## src/rtl/friscv_dmem_arbiter_if.sv

```systemverilog
// Core port, debug port and DMEM-side signals of the data-memory arbiter.
// The slave modport is the arbiter's view; master is the view of everything around it.
interface friscv_dmem_arbiter_if #(
    parameter int ADDR_WIDTH = 12,
    parameter int DATA_WIDTH = 32
);
    localparam int BE_WIDTH = DATA_WIDTH / 8;

    logic                  core_req_i;
    logic                  core_we_i;
    logic [BE_WIDTH-1:0]   core_be_i;
    logic [ADDR_WIDTH-1:0] core_addr_i;
    logic [DATA_WIDTH-1:0] core_wdata_i;
    logic                  core_gnt_o;
    logic                  core_rvalid_o;
    logic [DATA_WIDTH-1:0] core_rdata_o;

    logic                  dbg_req_i;
    logic                  dbg_we_i;
    logic [BE_WIDTH-1:0]   dbg_be_i;
    logic [ADDR_WIDTH-1:0] dbg_addr_i;
    logic [DATA_WIDTH-1:0] dbg_wdata_i;
    logic                  dbg_gnt_o;
    logic                  dbg_rvalid_o;
    logic [DATA_WIDTH-1:0] dbg_rdata_o;
    logic                  dbg_lock_i;

    logic                  mem_en_o;
    logic                  mem_we_o;
    logic [BE_WIDTH-1:0]   mem_be_o;
    logic [ADDR_WIDTH-1:0] mem_addr_o;
    logic [DATA_WIDTH-1:0] mem_wdata_o;
    logic [DATA_WIDTH-1:0] mem_rdata_i;

    logic [1:0]            arb_state_o;

    modport slave (
        input  core_req_i, core_we_i, core_be_i, core_addr_i, core_wdata_i,
        output core_gnt_o, core_rvalid_o, core_rdata_o,
        input  dbg_req_i, dbg_we_i, dbg_be_i, dbg_addr_i, dbg_wdata_i, dbg_lock_i,
        output dbg_gnt_o, dbg_rvalid_o, dbg_rdata_o,
        output mem_en_o, mem_we_o, mem_be_o, mem_addr_o, mem_wdata_o,
        input  mem_rdata_i,
        output arb_state_o
    );

    modport master (
        output core_req_i, core_we_i, core_be_i, core_addr_i, core_wdata_i,
        input  core_gnt_o, core_rvalid_o, core_rdata_o,
        output dbg_req_i, dbg_we_i, dbg_be_i, dbg_addr_i, dbg_wdata_i, dbg_lock_i,
        input  dbg_gnt_o, dbg_rvalid_o, dbg_rdata_o,
        input  mem_en_o, mem_we_o, mem_be_o, mem_addr_o, mem_wdata_o,
        output mem_rdata_i,
        input  arb_state_o
    );
endinterface

```

## src/rtl/friscv_dmem_arbiter.sv

```systemverilog
// Shares the single-port DMEM between the MEM stage and the debug/loader port.
// Grants are combinational; read data is steered back to the port that issued the read.
module friscv_dmem_arbiter #(
    parameter int ADDR_WIDTH   = 12,
    parameter int DATA_WIDTH   = 32,
    parameter int STARVE_LIMIT = 4
) (
    input  logic                  clk,
    input  logic                  rst_n,
    friscv_dmem_arbiter_if.slave  bus
);
    localparam int BE_WIDTH = DATA_WIDTH / 8;
    localparam logic [3:0] LIMIT = 4'(STARVE_LIMIT);

    typedef enum logic [1:0] {
        CORE_PRI = 2'd0,
        DBG_PRI  = 2'd1,
        DBG_LOCK = 2'd2
    } arb_state_e;

    arb_state_e r_state;
    logic [3:0] r_starve_cnt;
    logic       r_core_rvalid;
    logic       r_dbg_rvalid;

    logic                  w_core_gnt;
    logic                  w_dbg_gnt;
    logic [3:0]            w_starve_next;
    logic                  w_mem_we;
    logic [BE_WIDTH-1:0]   w_mem_be;
    logic [ADDR_WIDTH-1:0] w_mem_addr;
    logic [DATA_WIDTH-1:0] w_mem_wdata;

    // Grants are gated by rst_n so nothing is accepted while reset is held.
    always_comb begin
        w_core_gnt = 1'b0;
        w_dbg_gnt  = 1'b0;
        if (rst_n) begin
            case (r_state)
                CORE_PRI: begin
                    w_core_gnt = bus.core_req_i;
                    w_dbg_gnt  = bus.dbg_req_i & ~bus.core_req_i;
                end
                DBG_PRI: begin
                    w_dbg_gnt  = bus.dbg_req_i;
                    w_core_gnt = bus.core_req_i & ~bus.dbg_req_i;
                end
                DBG_LOCK: begin
                    w_dbg_gnt  = bus.dbg_req_i;
                end
                default: begin
                    w_core_gnt = 1'b0;
                    w_dbg_gnt  = 1'b0;
                end
            endcase
        end
    end

    always_comb begin
        w_starve_next = 4'd0;
        if (bus.dbg_req_i && !w_dbg_gnt)
            w_starve_next = (r_starve_cnt >= LIMIT) ? LIMIT : r_starve_cnt + 4'd1;
    end

    always_comb begin
        w_mem_we    = 1'b0;
        w_mem_be    = '0;
        w_mem_addr  = '0;
        w_mem_wdata = '0;
        if (w_core_gnt) begin
            w_mem_we    = bus.core_we_i;
            w_mem_be    = bus.core_be_i;
            w_mem_addr  = bus.core_addr_i;
            w_mem_wdata = bus.core_wdata_i;
        end else if (w_dbg_gnt) begin
            w_mem_we    = bus.dbg_we_i;
            w_mem_be    = bus.dbg_be_i;
            w_mem_addr  = bus.dbg_addr_i;
            w_mem_wdata = bus.dbg_wdata_i;
        end
    end

    // Lock entry needs a debug transfer, which already clears the starve count,
    // so lock entry takes precedence over the starvation promotion.
    always_ff @(posedge clk or negedge rst_n) begin
        if (!rst_n) begin
            r_state       <= CORE_PRI;
            r_starve_cnt  <= 4'd0;
            r_core_rvalid <= 1'b0;
            r_dbg_rvalid  <= 1'b0;
        end else begin
            r_core_rvalid <= w_core_gnt & ~bus.core_we_i;
            r_dbg_rvalid  <= w_dbg_gnt & ~bus.dbg_we_i;
            r_starve_cnt  <= w_starve_next;
            case (r_state)
                CORE_PRI: begin
                    if (w_dbg_gnt && bus.dbg_lock_i)
                        r_state <= DBG_LOCK;
                    else if (w_starve_next == LIMIT)
                        r_state <= DBG_PRI;
                end
                DBG_PRI: begin
                    r_state <= (w_dbg_gnt && bus.dbg_lock_i) ? DBG_LOCK : CORE_PRI;
                end
                DBG_LOCK: begin
                    if (!bus.dbg_lock_i)
                        r_state <= CORE_PRI;
                end
                default: r_state <= CORE_PRI;
            endcase
        end
    end

    assign bus.core_gnt_o    = w_core_gnt;
    assign bus.dbg_gnt_o     = w_dbg_gnt;
    assign bus.mem_en_o      = w_core_gnt | w_dbg_gnt;
    assign bus.mem_we_o      = w_mem_we;
    assign bus.mem_be_o      = w_mem_be;
    assign bus.mem_addr_o    = w_mem_addr;
    assign bus.mem_wdata_o   = w_mem_wdata;
    assign bus.core_rvalid_o = r_core_rvalid;
    assign bus.dbg_rvalid_o  = r_dbg_rvalid;
    assign bus.core_rdata_o  = r_core_rvalid ? bus.mem_rdata_i : '0;
    assign bus.dbg_rdata_o   = r_dbg_rvalid ? bus.mem_rdata_i : '0;
    assign bus.arb_state_o   = r_state;
endmodule

```

## src/flat_wrapper.sv

```systemverilog
// flat-port wrapper written by rule: the top's interface ports become plain ports
module friscv_dmem_arbiter_flat 
#(
    parameter int ADDR_WIDTH   = 12,
    parameter int DATA_WIDTH   = 32,
    parameter int STARVE_LIMIT = 4
)
  (clk, rst_n, bus_core_req_i, bus_core_we_i, bus_core_be_i, bus_core_addr_i, bus_core_wdata_i, bus_core_gnt_o, bus_core_rvalid_o, bus_core_rdata_o, bus_dbg_req_i, bus_dbg_we_i, bus_dbg_be_i, bus_dbg_addr_i, bus_dbg_wdata_i, bus_dbg_lock_i, bus_dbg_gnt_o, bus_dbg_rvalid_o, bus_dbg_rdata_o, bus_mem_en_o, bus_mem_we_o, bus_mem_be_o, bus_mem_addr_o, bus_mem_wdata_o, bus_mem_rdata_i, bus_arb_state_o);
  friscv_dmem_arbiter_if #(.ADDR_WIDTH(ADDR_WIDTH), .DATA_WIDTH(DATA_WIDTH)) bus_i ();
  input  logic clk;
  input  logic rst_n;
  input wire logic [$bits(bus_i.core_req_i)-1:0] bus_core_req_i;
  input wire logic [$bits(bus_i.core_we_i)-1:0] bus_core_we_i;
  input wire logic [$bits(bus_i.core_be_i)-1:0] bus_core_be_i;
  input wire logic [$bits(bus_i.core_addr_i)-1:0] bus_core_addr_i;
  input wire logic [$bits(bus_i.core_wdata_i)-1:0] bus_core_wdata_i;
  output wire logic [$bits(bus_i.core_gnt_o)-1:0] bus_core_gnt_o;
  output wire logic [$bits(bus_i.core_rvalid_o)-1:0] bus_core_rvalid_o;
  output wire logic [$bits(bus_i.core_rdata_o)-1:0] bus_core_rdata_o;
  input wire logic [$bits(bus_i.dbg_req_i)-1:0] bus_dbg_req_i;
  input wire logic [$bits(bus_i.dbg_we_i)-1:0] bus_dbg_we_i;
  input wire logic [$bits(bus_i.dbg_be_i)-1:0] bus_dbg_be_i;
  input wire logic [$bits(bus_i.dbg_addr_i)-1:0] bus_dbg_addr_i;
  input wire logic [$bits(bus_i.dbg_wdata_i)-1:0] bus_dbg_wdata_i;
  input wire logic [$bits(bus_i.dbg_lock_i)-1:0] bus_dbg_lock_i;
  output wire logic [$bits(bus_i.dbg_gnt_o)-1:0] bus_dbg_gnt_o;
  output wire logic [$bits(bus_i.dbg_rvalid_o)-1:0] bus_dbg_rvalid_o;
  output wire logic [$bits(bus_i.dbg_rdata_o)-1:0] bus_dbg_rdata_o;
  output wire logic [$bits(bus_i.mem_en_o)-1:0] bus_mem_en_o;
  output wire logic [$bits(bus_i.mem_we_o)-1:0] bus_mem_we_o;
  output wire logic [$bits(bus_i.mem_be_o)-1:0] bus_mem_be_o;
  output wire logic [$bits(bus_i.mem_addr_o)-1:0] bus_mem_addr_o;
  output wire logic [$bits(bus_i.mem_wdata_o)-1:0] bus_mem_wdata_o;
  input wire logic [$bits(bus_i.mem_rdata_i)-1:0] bus_mem_rdata_i;
  output wire logic [$bits(bus_i.arb_state_o)-1:0] bus_arb_state_o;
  assign bus_i.core_req_i = bus_core_req_i;
  assign bus_i.core_we_i = bus_core_we_i;
  assign bus_i.core_be_i = bus_core_be_i;
  assign bus_i.core_addr_i = bus_core_addr_i;
  assign bus_i.core_wdata_i = bus_core_wdata_i;
  assign bus_core_gnt_o = bus_i.core_gnt_o;
  assign bus_core_rvalid_o = bus_i.core_rvalid_o;
  assign bus_core_rdata_o = bus_i.core_rdata_o;
  assign bus_i.dbg_req_i = bus_dbg_req_i;
  assign bus_i.dbg_we_i = bus_dbg_we_i;
  assign bus_i.dbg_be_i = bus_dbg_be_i;
  assign bus_i.dbg_addr_i = bus_dbg_addr_i;
  assign bus_i.dbg_wdata_i = bus_dbg_wdata_i;
  assign bus_i.dbg_lock_i = bus_dbg_lock_i;
  assign bus_dbg_gnt_o = bus_i.dbg_gnt_o;
  assign bus_dbg_rvalid_o = bus_i.dbg_rvalid_o;
  assign bus_dbg_rdata_o = bus_i.dbg_rdata_o;
  assign bus_mem_en_o = bus_i.mem_en_o;
  assign bus_mem_we_o = bus_i.mem_we_o;
  assign bus_mem_be_o = bus_i.mem_be_o;
  assign bus_mem_addr_o = bus_i.mem_addr_o;
  assign bus_mem_wdata_o = bus_i.mem_wdata_o;
  assign bus_i.mem_rdata_i = bus_mem_rdata_i;
  assign bus_arb_state_o = bus_i.arb_state_o;
  friscv_dmem_arbiter #(.ADDR_WIDTH(ADDR_WIDTH), .DATA_WIDTH(DATA_WIDTH), .STARVE_LIMIT(STARVE_LIMIT)) u_core (.clk(clk), .rst_n(rst_n), .bus(bus_i));
endmodule
```

## config.mk

```make
export PLATFORM = sky130hd
export DESIGN_NAME = friscv_dmem_arbiter_flat
export DESIGN_NICKNAME = d
export VERILOG_FILES = /design/src/rtl/friscv_dmem_arbiter_if.sv /design/src/rtl/friscv_dmem_arbiter.sv /design/src/flat_wrapper.sv
export SDC_FILE = /design/constraint.sdc
export NUM_CORES = 1
export LEC_CHECK = 0
export CAP_MARGIN = 10
export CORE_AREA = 3 3 97 99
export CTS_CLUSTER_SIZE = 10
export DETAILED_ROUTE_END_ITERATION = 10
export DIE_AREA = 0 0 100 102
export GPL_TIMING_DRIVEN = 0
export MAX_ROUTING_LAYER = met4
export PLACE_DENSITY = 0.72
export SLEW_MARGIN = 10
export SYNTH_ARGS = -nofsm -noshare
export SYNTH_HDL_FRONTEND = slang
export SYNTH_SLANG_ARGS = --single-unit
```

## constraint.sdc

```tcl
create_clock -name clk -period 3.7 [get_ports clk]
set_input_delay 0.37 -clock clk [delete_from_list [all_inputs] [get_ports clk]]
set_output_delay 0.37 -clock clk [all_outputs]
set_load 0.01 [all_outputs]
```

### Word level (Yosys, flattened, before mapping)

Cells that the tools add are included.

* multiplexer cells: 21
* add/sub/neg operators: 1
* eq/ne operators: 5
* $lt $le $gt $ge: 1
* reductions and logical operators: 6
* bitwise logic cells: 9

Operator list (count)
* $mux 32: 4
* $mux 12: 2
* $mux 4: 4
* $mux 2: 4
* $pmux 2 s3: 1
* $add 4x1->4 const B: 1
* $and 1x1->1: 4
* $eq 4x3->1 const B: 1
* $ge 4x3->1 const B: 1
* $mux 1: 4
* $not 1->1: 4
* $pmux 1 s2: 2
* $ne 3x1->1 const B: 1
* $eq 2x1->1 const B: 1
* $eq 2x2->1 const B: 1
* $logic_and 1x1->1: 2
* $logic_not 2->1: 1
* $ne 2x2->1 const B: 1
* $reduce_and 2->1: 1
* $reduce_or 2->1: 1
* $logic_not 1->1: 1
* $or 1x1->1: 1

* logic and storage cells: 47
* bits in registers: 8
* input port bits: 135
* output and inout port bits: 120

### Logic depth before layout (Yosys ltp)

Gate-level depths: netlist of the first run.

* word-level depth: 11
* depth in mapped cells: 9
* depth with buffers taken out: 7

### Worst setup path before layout of the first run

Ideal clock, no wire load.

* kind: flip-flop to output port
* start: reg u_core.r_state[0] (netlist: u_core.bus.arb_state_o[0])
* end: out bus_mem_wdata_o[21]
* path buffers: 2
* cell stages (with the launch flop): 9
* setup slack: 1.620 ns
* arrival time: 1.710 ns
* data required time: 3.330 ns
* cell sequence: dfrtp_1 -> inv_1 -> ha_1 -> nor2b_2 -> o211ai_4 -> nor2_8 -> buf_6 -> buf_6 -> a22o_1

* longest elaborated chain between the ends: 6
* elaborated cells between the ends (all ways): 10
* classes of those cells: eq/ne: 2; mux: 6; reduce/logical: 2

Ends and longest elaborated chain
* start: declaration: line friscv_dmem_arbiter.sv:21 `arb_state_e r_state;`
* start signal: assignment: line friscv_dmem_arbiter.sv:103 `r_state <= (w_dbg_gnt && bus.dbg_lock_i) ? DBG_LOCK : CORE_PRI;`
* $eq 2x1->1 or $eq 2x2->1 (tied branches): line friscv_dmem_arbiter.sv:39 `case (r_state)`
* $reduce_or 2->1 (no line)
* $pmux 1 s2: line friscv_dmem_arbiter.sv:39
* $mux 1: line friscv_dmem_arbiter.sv:38 `if (rst_n) begin`
* $mux 32: line friscv_dmem_arbiter.sv:75 `end else if (w_dbg_gnt) begin`
* $mux 32 (*): line friscv_dmem_arbiter.sv:70 `if (w_core_gnt) begin`
* end: declaration: line flat_wrapper.sv:33 `output wire logic [$bits(bus_i.mem_wdata_o)-1:0] bus_mem_wdata_o;`

Every way passes the cells marked *; elsewhere a longest branch is shown, timed or not.

### Final worst setup path of the first run

* start: in rst_n
* end: out bus_mem_wdata_o[25]

* longest elaborated chain between the ends: 3
* elaborated cells between the ends (all ways): 4
* classes of those cells: mux: 4

Ends and longest elaborated chain
* start: declaration: line flat_wrapper.sv:11 `input logic rst_n;`
* $mux 1: line friscv_dmem_arbiter.sv:38
* $mux 32: line friscv_dmem_arbiter.sv:75
* $mux 32 (*): line friscv_dmem_arbiter.sv:70

Marks and branches as above.

==> metrics.txt, run 1 <==
# TYPE chip_impl_metric gauge
chip_impl_metric{name="antenna_found_initial",unit=""} 0
chip_impl_metric{name="cp.arrival",unit="ps"} 2790
chip_impl_metric{name="ys_types",unit=""} 30
chip_impl_info{name="critPathCapture",value="bus_mem_wdata_o[25]"} 1
chip_impl_metric{name="vias",unit=""} 2373
chip_impl_metric{name="placement.cell_area",unit="mm2"} 0.004086
chip_impl_metric{name="die_h",unit="um"} 102
chip_impl_metric{name="fin_total_pwr",unit="mW"} 1.232
chip_impl_info{name="slowest_cell_on_the_critical_path",value="sky130_fd_sc_hd__clkdlybuf4s50_1"} 1
chip_impl_info{name="cts_tree",value="done"} 1
chip_impl_metric{name="synthesis.area",unit="mm2"} 0.001409
chip_impl_metric{name="post-route-cell-area",unit="mm2"} 0.004128
chip_impl_metric{name="rows",unit=""} 34
chip_impl_info{name="grt_setup_unrepaired",value="no"} 1
chip_impl_info{name="clock-root-buffer",value="sky130_fd_sc_hd__clkbuf_8"} 1
chip_impl_metric{name="grt_start_max_net_pins",unit=""} 11
chip_impl_info{name="critPathLaunch",value="rst_n"} 1
chip_impl_metric{name="htree_levels",unit=""} 1
chip_impl_metric{name="cpPeakStageDelay",unit="ps"} 730
chip_impl_info{name="r2r_end",value="u_core.bus.arb_state_o[1]"} 1
chip_impl_metric{name="cts-buffers-inserted",unit=""} 3
chip_impl_metric{name="synthesis.nets",unit=""} 317
chip_impl_metric{name="nFillCells",unit=""} 834
chip_impl_metric{name="cts-root-to-sink-buffers",unit=""} 2
chip_impl_metric{name="design.core.area",unit="mm2"} 0.008636
chip_impl_metric{name="irDropWorstVdd",unit="uV"} 173.8
chip_impl_metric{name="global_placer_s_final_weighted_congestion",unit=""} 0.8483
chip_impl_metric{name="post-synth-top-area-fraction",unit=""} 0.3046
chip_impl_info{name="critPathTopFamily",value="buffers and inverters"} 1
chip_impl_info{name="synth_top_cells_by_area",value="sky130_fd_sc_hd__a22o_1, sky130_fd_sc_hd__and2_1, sky130_fd_sc_hd__dfrtp_1, sky130_fd_sc_hd__ha_1, sky130_fd_sc_hd__buf_2"} 1
chip_impl_metric{name="drt.antenna.violating_nets",unit=""} 0
chip_impl_metric{name="cts.clk_slew.worst_paths",unit="ps"} 40
chip_impl_metric{name="grt_util_all_layers",unit=""} 0.1593
chip_impl_metric{name="timing.fmax",unit="GHz"} 0.3163
chip_impl_metric{name="final_critical_path_share_of_the_clock_period",unit=""} 0.8546
chip_impl_metric{name="timing.setup.tns",unit="ps"} 0
chip_impl_metric{name="number_of_iterations_in_the_first_detailed_routing_pass",unit=""} 4
chip_impl_metric{name="avgSynthCellArea",unit="um2"} 7.960
chip_impl_metric{name="routed_len_inst",unit="um"} 16.70
chip_impl_metric{name="register_to_register_path_setup_slack",unit="ps"} 1820
chip_impl_metric{name="diodes",unit=""} 0
chip_impl_metric{name="timing.critical_path.buf_inv",unit=""} 4
chip_impl_metric{name="drt-total-wl",unit="um"} 9050
chip_impl_info{name="worstPathCellList",value="clkdlybuf4s50_1, nor2b_1, o211ai_4, nor2_8, buf_6, buf_6, a22o_1, clkdlybuf4s50_1"} 1
chip_impl_metric{name="via_count_of_the_first_global_routing_pass",unit=""} 2367
chip_impl_metric{name="cp_data_required_time",unit="ps"} 3330
chip_impl_metric{name="finClkSkew",unit="ps"} 5.807
chip_impl_metric{name="timing.final.hold_violations",unit=""} 0
chip_impl_metric{name="final_nets",unit=""} 576
chip_impl_metric{name="grt_pass1_wl",unit="um"} 12420
chip_impl_metric{name="worstSkewPairLatency",unit="ps"} 220
chip_impl_metric{name="dp_hpwl",unit="um"} 8144
chip_impl_metric{name="ys_seq_elements",unit=""} 8
chip_impl_metric{name="area_growth_from_synthesis_to_layout",unit="%"} 193.0
chip_impl_metric{name="leakage_power_of_the_design",unit="nW"} 1.630
chip_impl_metric{name="drc",unit=""} 0
chip_impl_metric{name="worst-r2r-cell-count",unit=""} 7
chip_impl_metric{name="cellPowerDensity",unit="mW/mm2"} 298.6
chip_impl_metric{name="die_area",unit="mm2"} 0.01020
chip_impl_metric{name="detailedRoute.firstIterationViolations",unit=""} 19
chip_impl_metric{name="initial_standard_cell_utilization_of_the_core",unit=""} 0.1631
chip_impl_metric{name="worst-path-max-fanout",unit=""} 10
chip_impl_info{name="yosysTopAreaCell",value="sky130_fd_sc_hd__a22o_1"} 1
chip_impl_metric{name="clock_sink_count",unit=""} 8
chip_impl_info{name="reg2reg_from",value="u_core.bus.arb_state_o[0]"} 1
chip_impl_metric{name="stdcell_count",unit=""} 542
chip_impl_metric{name="post_drt_via_cell_ratio",unit=""} 4.378
chip_impl_metric{name="synth_sequential_area_ratio",unit=""} 0.1421
chip_impl_metric{name="io_pins",unit=""} 255
chip_impl_info{name="critPathKind",value="in2out"} 1
chip_impl_metric{name="gr_overflow_total",unit=""} 0
chip_impl_info{name="worstSetupEndpointType",value="primary output"} 1
chip_impl_info{name="status",value="finished, final reports clean"} 1
chip_impl_metric{name="synth_warnings",unit=""} 0
chip_impl_metric{name="timing.final.crit_period",unit="ps"} 3162
chip_impl_metric{name="share_of_final_layout_standard_cells_stronger_than_drive_strength_1",unit=""} 0.04378
chip_impl_metric{name="placedCellCount",unit=""} 539
chip_impl_metric{name="die_w",unit="um"} 100
chip_impl_metric{name="cts_resized",unit=""} 0
chip_impl_info{name="worstSetupStartpointType",value="primary input"} 1
chip_impl_info{name="worst_hold_path_type",value="in2async"} 1
chip_impl_metric{name="io_buffer_count",unit=""} 254
chip_impl_metric{name="post_cts_buffers",unit=""} 0
chip_impl_metric{name="hold_buffers",unit=""} 0
chip_impl_metric{name="cp.depth",unit=""} 8
chip_impl_metric{name="finalSetupViolations",unit=""} 0
chip_impl_metric{name="cap_violations",unit=""} 0
chip_impl_metric{name="synthCells",unit=""} 177
chip_impl_metric{name="report.final.slew_viol_count",unit=""} 0
==> sequential cells by signal (all words and copies together), names as in the netlist <==
name	flops
u_core.bus.arb_state_o	2
u_core.bus.core_rvalid_o	1
u_core.bus.dbg_rvalid_o	1
u_core.r_starve_cnt	4
==> final cells by class <==
type	instances	area, um2	share of cell area
Timing Repair Buffer	254	2542	0.6159
Multi-Input combinational cell	147	1094	0.2649
Sequential cell	8	200.2	0.04850
Tap cell	108	135.1	0.03274
Buffer	17	96.34	0.02334
Clock buffer	3	41.29	0.01000
Inverter	5	18.77	0.004547
==> cell families (layout without fill, tap and decap cells) <==
family | after synthesis | in the layout | share of synthesized area
AO/OA/AOI/OAI | 60 | 60 | 0.3712
AND/OR/NAND/NOR | 81 | 81 | 0.3579
buffers and inverters | 22 | 279 | 0.08170
flip-flops | 8 | 8 | 0.1421
adder cells (fa/ha/maj) | 5 | 5 | 0.04440
other | 1 | 1 | 0.002662
==> cell usage after synthesis (all sizes together) <==
master / number
a31oi: 1
a21oi: 1
nand2: 4
nor3: 1
nor4: 1
nor2: 4
ha: 5
conb: 1
a221o: 1
a311oi: 1
and3: 1
o22ai: 1
o211a: 1
nor2b: 4
o211ai: 2
or2: 1
buf: 11
o21ai: 2
nand2b: 1
clkbuf: 6
o221ai: 1
a22o: 49
inv: 5
and2: 64
dfrtp: 8
==> cell usage in the layout, fill, tap and decap left out, types with 2 or more instances in the layout <==
| master | netlist | final |
|---|---|---|
| sky130_fd_sc_hd__a22o_1 | 49 | 49 |
| sky130_fd_sc_hd__and2_1 | 64 | 64 |
| sky130_fd_sc_hd__buf_2 | 8 | 8 |
| sky130_fd_sc_hd__buf_6 | 3 | 3 |
| sky130_fd_sc_hd__clkbuf_1 | 6 | 6 |
| sky130_fd_sc_hd__clkbuf_8 | 0 | 3 |
| sky130_fd_sc_hd__clkdlybuf4s50_1 | 0 | 254 |
| sky130_fd_sc_hd__dfrtp_1 | 8 | 8 |
| sky130_fd_sc_hd__ha_1 | 5 | 5 |
| sky130_fd_sc_hd__inv_1 | 4 | 4 |
| sky130_fd_sc_hd__nand2_1 | 4 | 4 |
| sky130_fd_sc_hd__nor2_1 | 3 | 3 |
| sky130_fd_sc_hd__nor2b_1 | 3 | 3 |
| sky130_fd_sc_hd__o21ai_0 | 2 | 2 |
==> power breakdown <==
part | internal [mW] | total (mW) | switching (mW)
registers | 0.105 | 0.126 | 0.0213
clock network | 0.0702 | 0.101 | 0.0311
logic | 0.593 | 1.01 | 0.412
==> through the flow <==
stage / setup slack, ps / hold WS (ps) / utilization
after global routing: 323.5 / 476.3 / 0.4780
after floorplan: 1620 / 74.41 / -
after detailed placement: 479.9 / 452.6 / 0.4732
after CTS: 476.2 / 461.8 / 0.4780
after global placement: 509.2 / 449.2 / 0.4732
final: 538.0 / 451.9 / 0.4780
==> metal layers <==
| metal | up-vias | global-route usage | routed length (um) |
|---|---|---|---|
| met5 | - | - | 0 |
| met4 | 0 | 0.03005 | 52 |
| met3 | 4 | 0.02594 | 871 |
| met2 | 158 | 0.3063 | 4828 |
| met1 | 1060 | 0.1730 | 3298 |
| li1 | 1151 | - | - |
==> how the worst min path moves through the flow <==
| stage | slack, ps | end | start | cells past startpoint |
|---|---|---|---|---|
| 3_5_place_dp | 450 | u_core.r_starve_cnt[0] | u_core.r_starve_cnt[3] | 1 |
| 4_1_cts | 460 | u_core.r_starve_cnt[0] | u_core.r_starve_cnt[3] | 1 |
| 2_1_floorplan | 70 | u_core.bus.arb_state_o[0] | rst_n | 0 |
| 3_3_place_gp | 450 | u_core.r_starve_cnt[0] | u_core.r_starve_cnt[2] | 1 |
| 5_1_grt | 480 | u_core.r_starve_cnt[0] | u_core.r_starve_cnt[3] | 1 |
| 6_report | 450 | u_core.bus.arb_state_o[1] | rst_n | 1 |
Power figures use the tool's default switching activity.
==> inputs of run 2 (changes only) <==
Settings changed: CORE_AREA 3 3 97 99 to 3 3 99 101, DIE_AREA 0 0 100 102 to 0 0 102 104.
Clock period 3.7 ns to 2.6 ns, I/O delays scaled along.
==> run 2 against run 1 <==
Design area grew 2.4%. Utilization is 1.4 points lower. Clock-buffer cell count unchanged. Die area up 4.0%. Combinational power grew 43%. Flip-flop and latch count unchanged. Critical endpoint is now bus_mem_wdata_o[20]. Sequential share of layout area is 0.085 points lower. Wire length grew 4.2%. Largest cell class unchanged. Register-to-register slack lost 1100 ps. Clock power grew 45%.
==> metrics.txt, run 2 (synthesized netlist as in run 1, its figures left out) <==
# TYPE chip_impl_metric gauge
chip_impl_info{name="slowest_cell_on_the_critical_path",value="sky130_fd_sc_hd__clkdlybuf4s50_1"} 1
chip_impl_metric{name="timing.final.hold_violations",unit=""} 0
chip_impl_metric{name="design.core.area",unit="mm2"} 0.009109
chip_impl_metric{name="grt_start_max_net_pins",unit=""} 11
chip_impl_info{name="layout.cells.most_common_list",value="sky130_fd_sc_hd__clkdlybuf4s50_1, sky130_fd_sc_hd__and2_1, sky130_fd_sc_hd__a22o_1"} 1
chip_impl_metric{name="grt_util_all_layers",unit=""} 0.1661
chip_impl_info{name="cts_tree",value="done"} 1
chip_impl_info{name="layout_commonest_cell",value="sky130_fd_sc_hd__clkdlybuf4s50_1"} 1
chip_impl_metric{name="cp.arrival",unit="ps"} 2340
chip_impl_info{name="critPathLaunch",value="u_core.bus.arb_state_o[0]"} 1
chip_impl_info{name="clock-root-buffer",value="sky130_fd_sc_hd__clkbuf_8"} 1
chip_impl_metric{name="rows",unit=""} 35
chip_impl_metric{name="irDropWorstVdd",unit="uV"} 191.5
chip_impl_metric{name="io_buffer_count",unit=""} 254
chip_impl_metric{name="detailedRoute.firstIterationViolations",unit=""} 43
chip_impl_info{name="registers.top_by_ff_count",value="u_core.r_starve_cnt"} 1
chip_impl_metric{name="die_w",unit="um"} 102
chip_impl_metric{name="antenna_found_initial",unit=""} 0
chip_impl_info{name="grt_setup_unrepaired",value="yes"} 1
chip_impl_metric{name="worst-r2r-cell-count",unit=""} 9
chip_impl_metric{name="cap_violations",unit=""} 0
chip_impl_metric{name="finClkSkew",unit="ps"} 3.303
chip_impl_metric{name="worst-path-max-fanout",unit=""} 10
chip_impl_metric{name="global_placer_s_final_weighted_congestion",unit=""} 0.9402
chip_impl_metric{name="register_to_register_path_setup_slack",unit="ps"} 730
chip_impl_metric{name="cts.clk_slew.worst_paths",unit="ps"} 40
chip_impl_info{name="critPathKind",value="reg2out"} 1
chip_impl_metric{name="cellPowerDensity",unit="mW/mm2"} 418.1
chip_impl_metric{name="leakage_power_of_the_design",unit="nW"} 2.153
chip_impl_metric{name="timing.fmax",unit="GHz"} 0.3852
chip_impl_metric{name="nFillCells",unit=""} 893
chip_impl_metric{name="routed_len_inst",unit="um"} 17.08
chip_impl_metric{name="grt_pass1_wl",unit="um"} 13520
chip_impl_metric{name="detailedPlace.worstSlack",unit="ps"} -384.1
chip_impl_metric{name="die_h",unit="um"} 104
chip_impl_metric{name="placedCellCount",unit=""} 542
chip_impl_metric{name="cts-buffers-inserted",unit=""} 3
chip_impl_info{name="status",value="finished, final reports clean"} 1
chip_impl_metric{name="diodes",unit=""} 0
chip_impl_metric{name="largest_register_ff_count",unit=""} 4
chip_impl_metric{name="cts-root-to-sink-buffers",unit=""} 2
chip_impl_metric{name="cp_data_required_time",unit="ps"} 2340
chip_impl_info{name="cp_dominant_cell_by_count",value="sky130_fd_sc_hd__buf_6"} 1
chip_impl_metric{name="htree_levels",unit=""} 1
chip_impl_metric{name="timing.setup.tns",unit="ps"} 0
chip_impl_metric{name="vias",unit=""} 2390
chip_impl_metric{name="final_critical_path_share_of_the_clock_period",unit=""} 0.9984
chip_impl_metric{name="final_nets",unit=""} 583
chip_impl_metric{name="die_area",unit="mm2"} 0.01061
chip_impl_metric{name="gr_overflow_total",unit=""} 0
chip_impl_metric{name="stdcell_count",unit=""} 552
chip_impl_metric{name="number_of_iterations_in_the_first_detailed_routing_pass",unit=""} 4
chip_impl_metric{name="timing.final.crit_period",unit="ps"} 2596
chip_impl_metric{name="worstSkewPairLatency",unit="ps"} 230
chip_impl_metric{name="clock_sink_count",unit=""} 8
chip_impl_metric{name="drt-total-wl",unit="um"} 9430
chip_impl_metric{name="share_of_final_layout_standard_cells_stronger_than_drive_strength_1",unit=""} 0.09297
chip_impl_metric{name="area_growth_from_synthesis_to_layout",unit="%"} 200.1
chip_impl_info{name="reg2reg_from",value="u_core.bus.arb_state_o[0]"} 1
chip_impl_info{name="worst_hold_path_type",value="in2async"} 1
chip_impl_info{name="worstPathCellList",value="ha_1, nor2b_1, o211a_1, buf_6, nor2_8, buf_6, a22o_1, clkdlybuf4s50_1"} 1
chip_impl_metric{name="post_drt_via_cell_ratio",unit=""} 4.330
chip_impl_metric{name="cpPeakStageDelay",unit="ps"} 540
chip_impl_metric{name="via_count_of_the_first_global_routing_pass",unit=""} 2489
chip_impl_metric{name="io_pins",unit=""} 255
chip_impl_metric{name="setup_ws",unit="ps"} 4.210
chip_impl_metric{name="drc",unit=""} 0
chip_impl_metric{name="dp_hpwl",unit="um"} 8506
chip_impl_metric{name="initial_standard_cell_utilization_of_the_core",unit=""} 0.1547
chip_impl_metric{name="report.final.slew_viol_count",unit=""} 0
chip_impl_info{name="worstSetupEndpointType",value="primary output"} 1
chip_impl_metric{name="drt.antenna.violating_nets",unit=""} 0
chip_impl_metric{name="finalSetupViolations",unit=""} 0
chip_impl_info{name="worstSetupStartpointType",value="flip-flop"} 1
chip_impl_info{name="r2r_end",value="u_core.bus.arb_state_o[1]"} 1
==> run 2: per-layer routing <==
metal	up-vias	GRT usage	wire, um
li1	1167	-	-
met1	1058	0.1835	3467
met2	155	0.3087	4954
met3	10	0.02817	887
met4	0	0.03093	121
met5	-	-	0
==> run 2: area by class of cell <==
| class | instances | area (um2) | share of cell area |
|---|---|---|---|
| Sequential cell | 8 | 201.4 | 0.04765 |
| Tap cell | 111 | 138.9 | 0.03285 |
| Timing Repair Buffer | 261 | 2592 | 0.6132 |
| Multi-Input combinational cell | 147 | 1114 | 0.2634 |
| Buffer | 17 | 121.4 | 0.02871 |
| Clock buffer | 3 | 41.29 | 0.009766 |
| Inverter | 5 | 18.77 | 0.004439 |
==> run 2: worst max path at each step <==
stage | end | slack (ps) | cells past startpoint
finish | bus_mem_wdata_o[20] | 4 | 8
global placement | bus_mem_wdata_o[28] | -340 | 8
global route | bus_mem_wdata_o[20] | -100 | 8
detailed placement | bus_mem_wdata_o[21] | -380 | 8
floorplan | bus_mem_wdata_o[21] | 630 | 8
CTS | bus_mem_wdata_o[12] | -150 | 9
==> run 2: per-stage QoR <==
stage	hold slack, ps	instance area, um2	util	power [mW]
floorplan	-35.59	1409	-	0.7901
global placement	447.6	4090	0.4490	1.591
detailed placement	454.0	4090	0.4490	1.611
CTS	67.01	4123	0.4526	1.734
global route	77.75	4228	0.4641	1.890
finish	64.30	4228	0.4641	1.767
==> run 2: worst max-delay path, delay by kind of cell, from the launching register on <==
family | cells | cell delay, ps
DFF | 1 | 430
and+or+nand+nor | 2 | 250
buffers and inverters | 3 | 840
AOI/OAI and AO/OA | 2 | 350
adders and majority gates | 1 | 220
==> run 2: timing repair <==
action                                 CTS  global route
resized for setup                       28            59
endpoints found under the hold margin    0             0
pin swaps                                0             1
setup endpoints to repair               50            35
setup buffers                            1             6
hold buffers                             0             0
==> run 2: report_power, final <==
| part | total, mW | internal (mW) | switching (mW) |
|---|---|---|---|
| registers | 0.179 | 0.150 | 0.0283 |
| clock network | 0.146 | 0.100 | 0.0461 |
| logic | 1.44 | 0.842 | 0.601 |
| total | 1.77 | 1.09 | 0.676 |
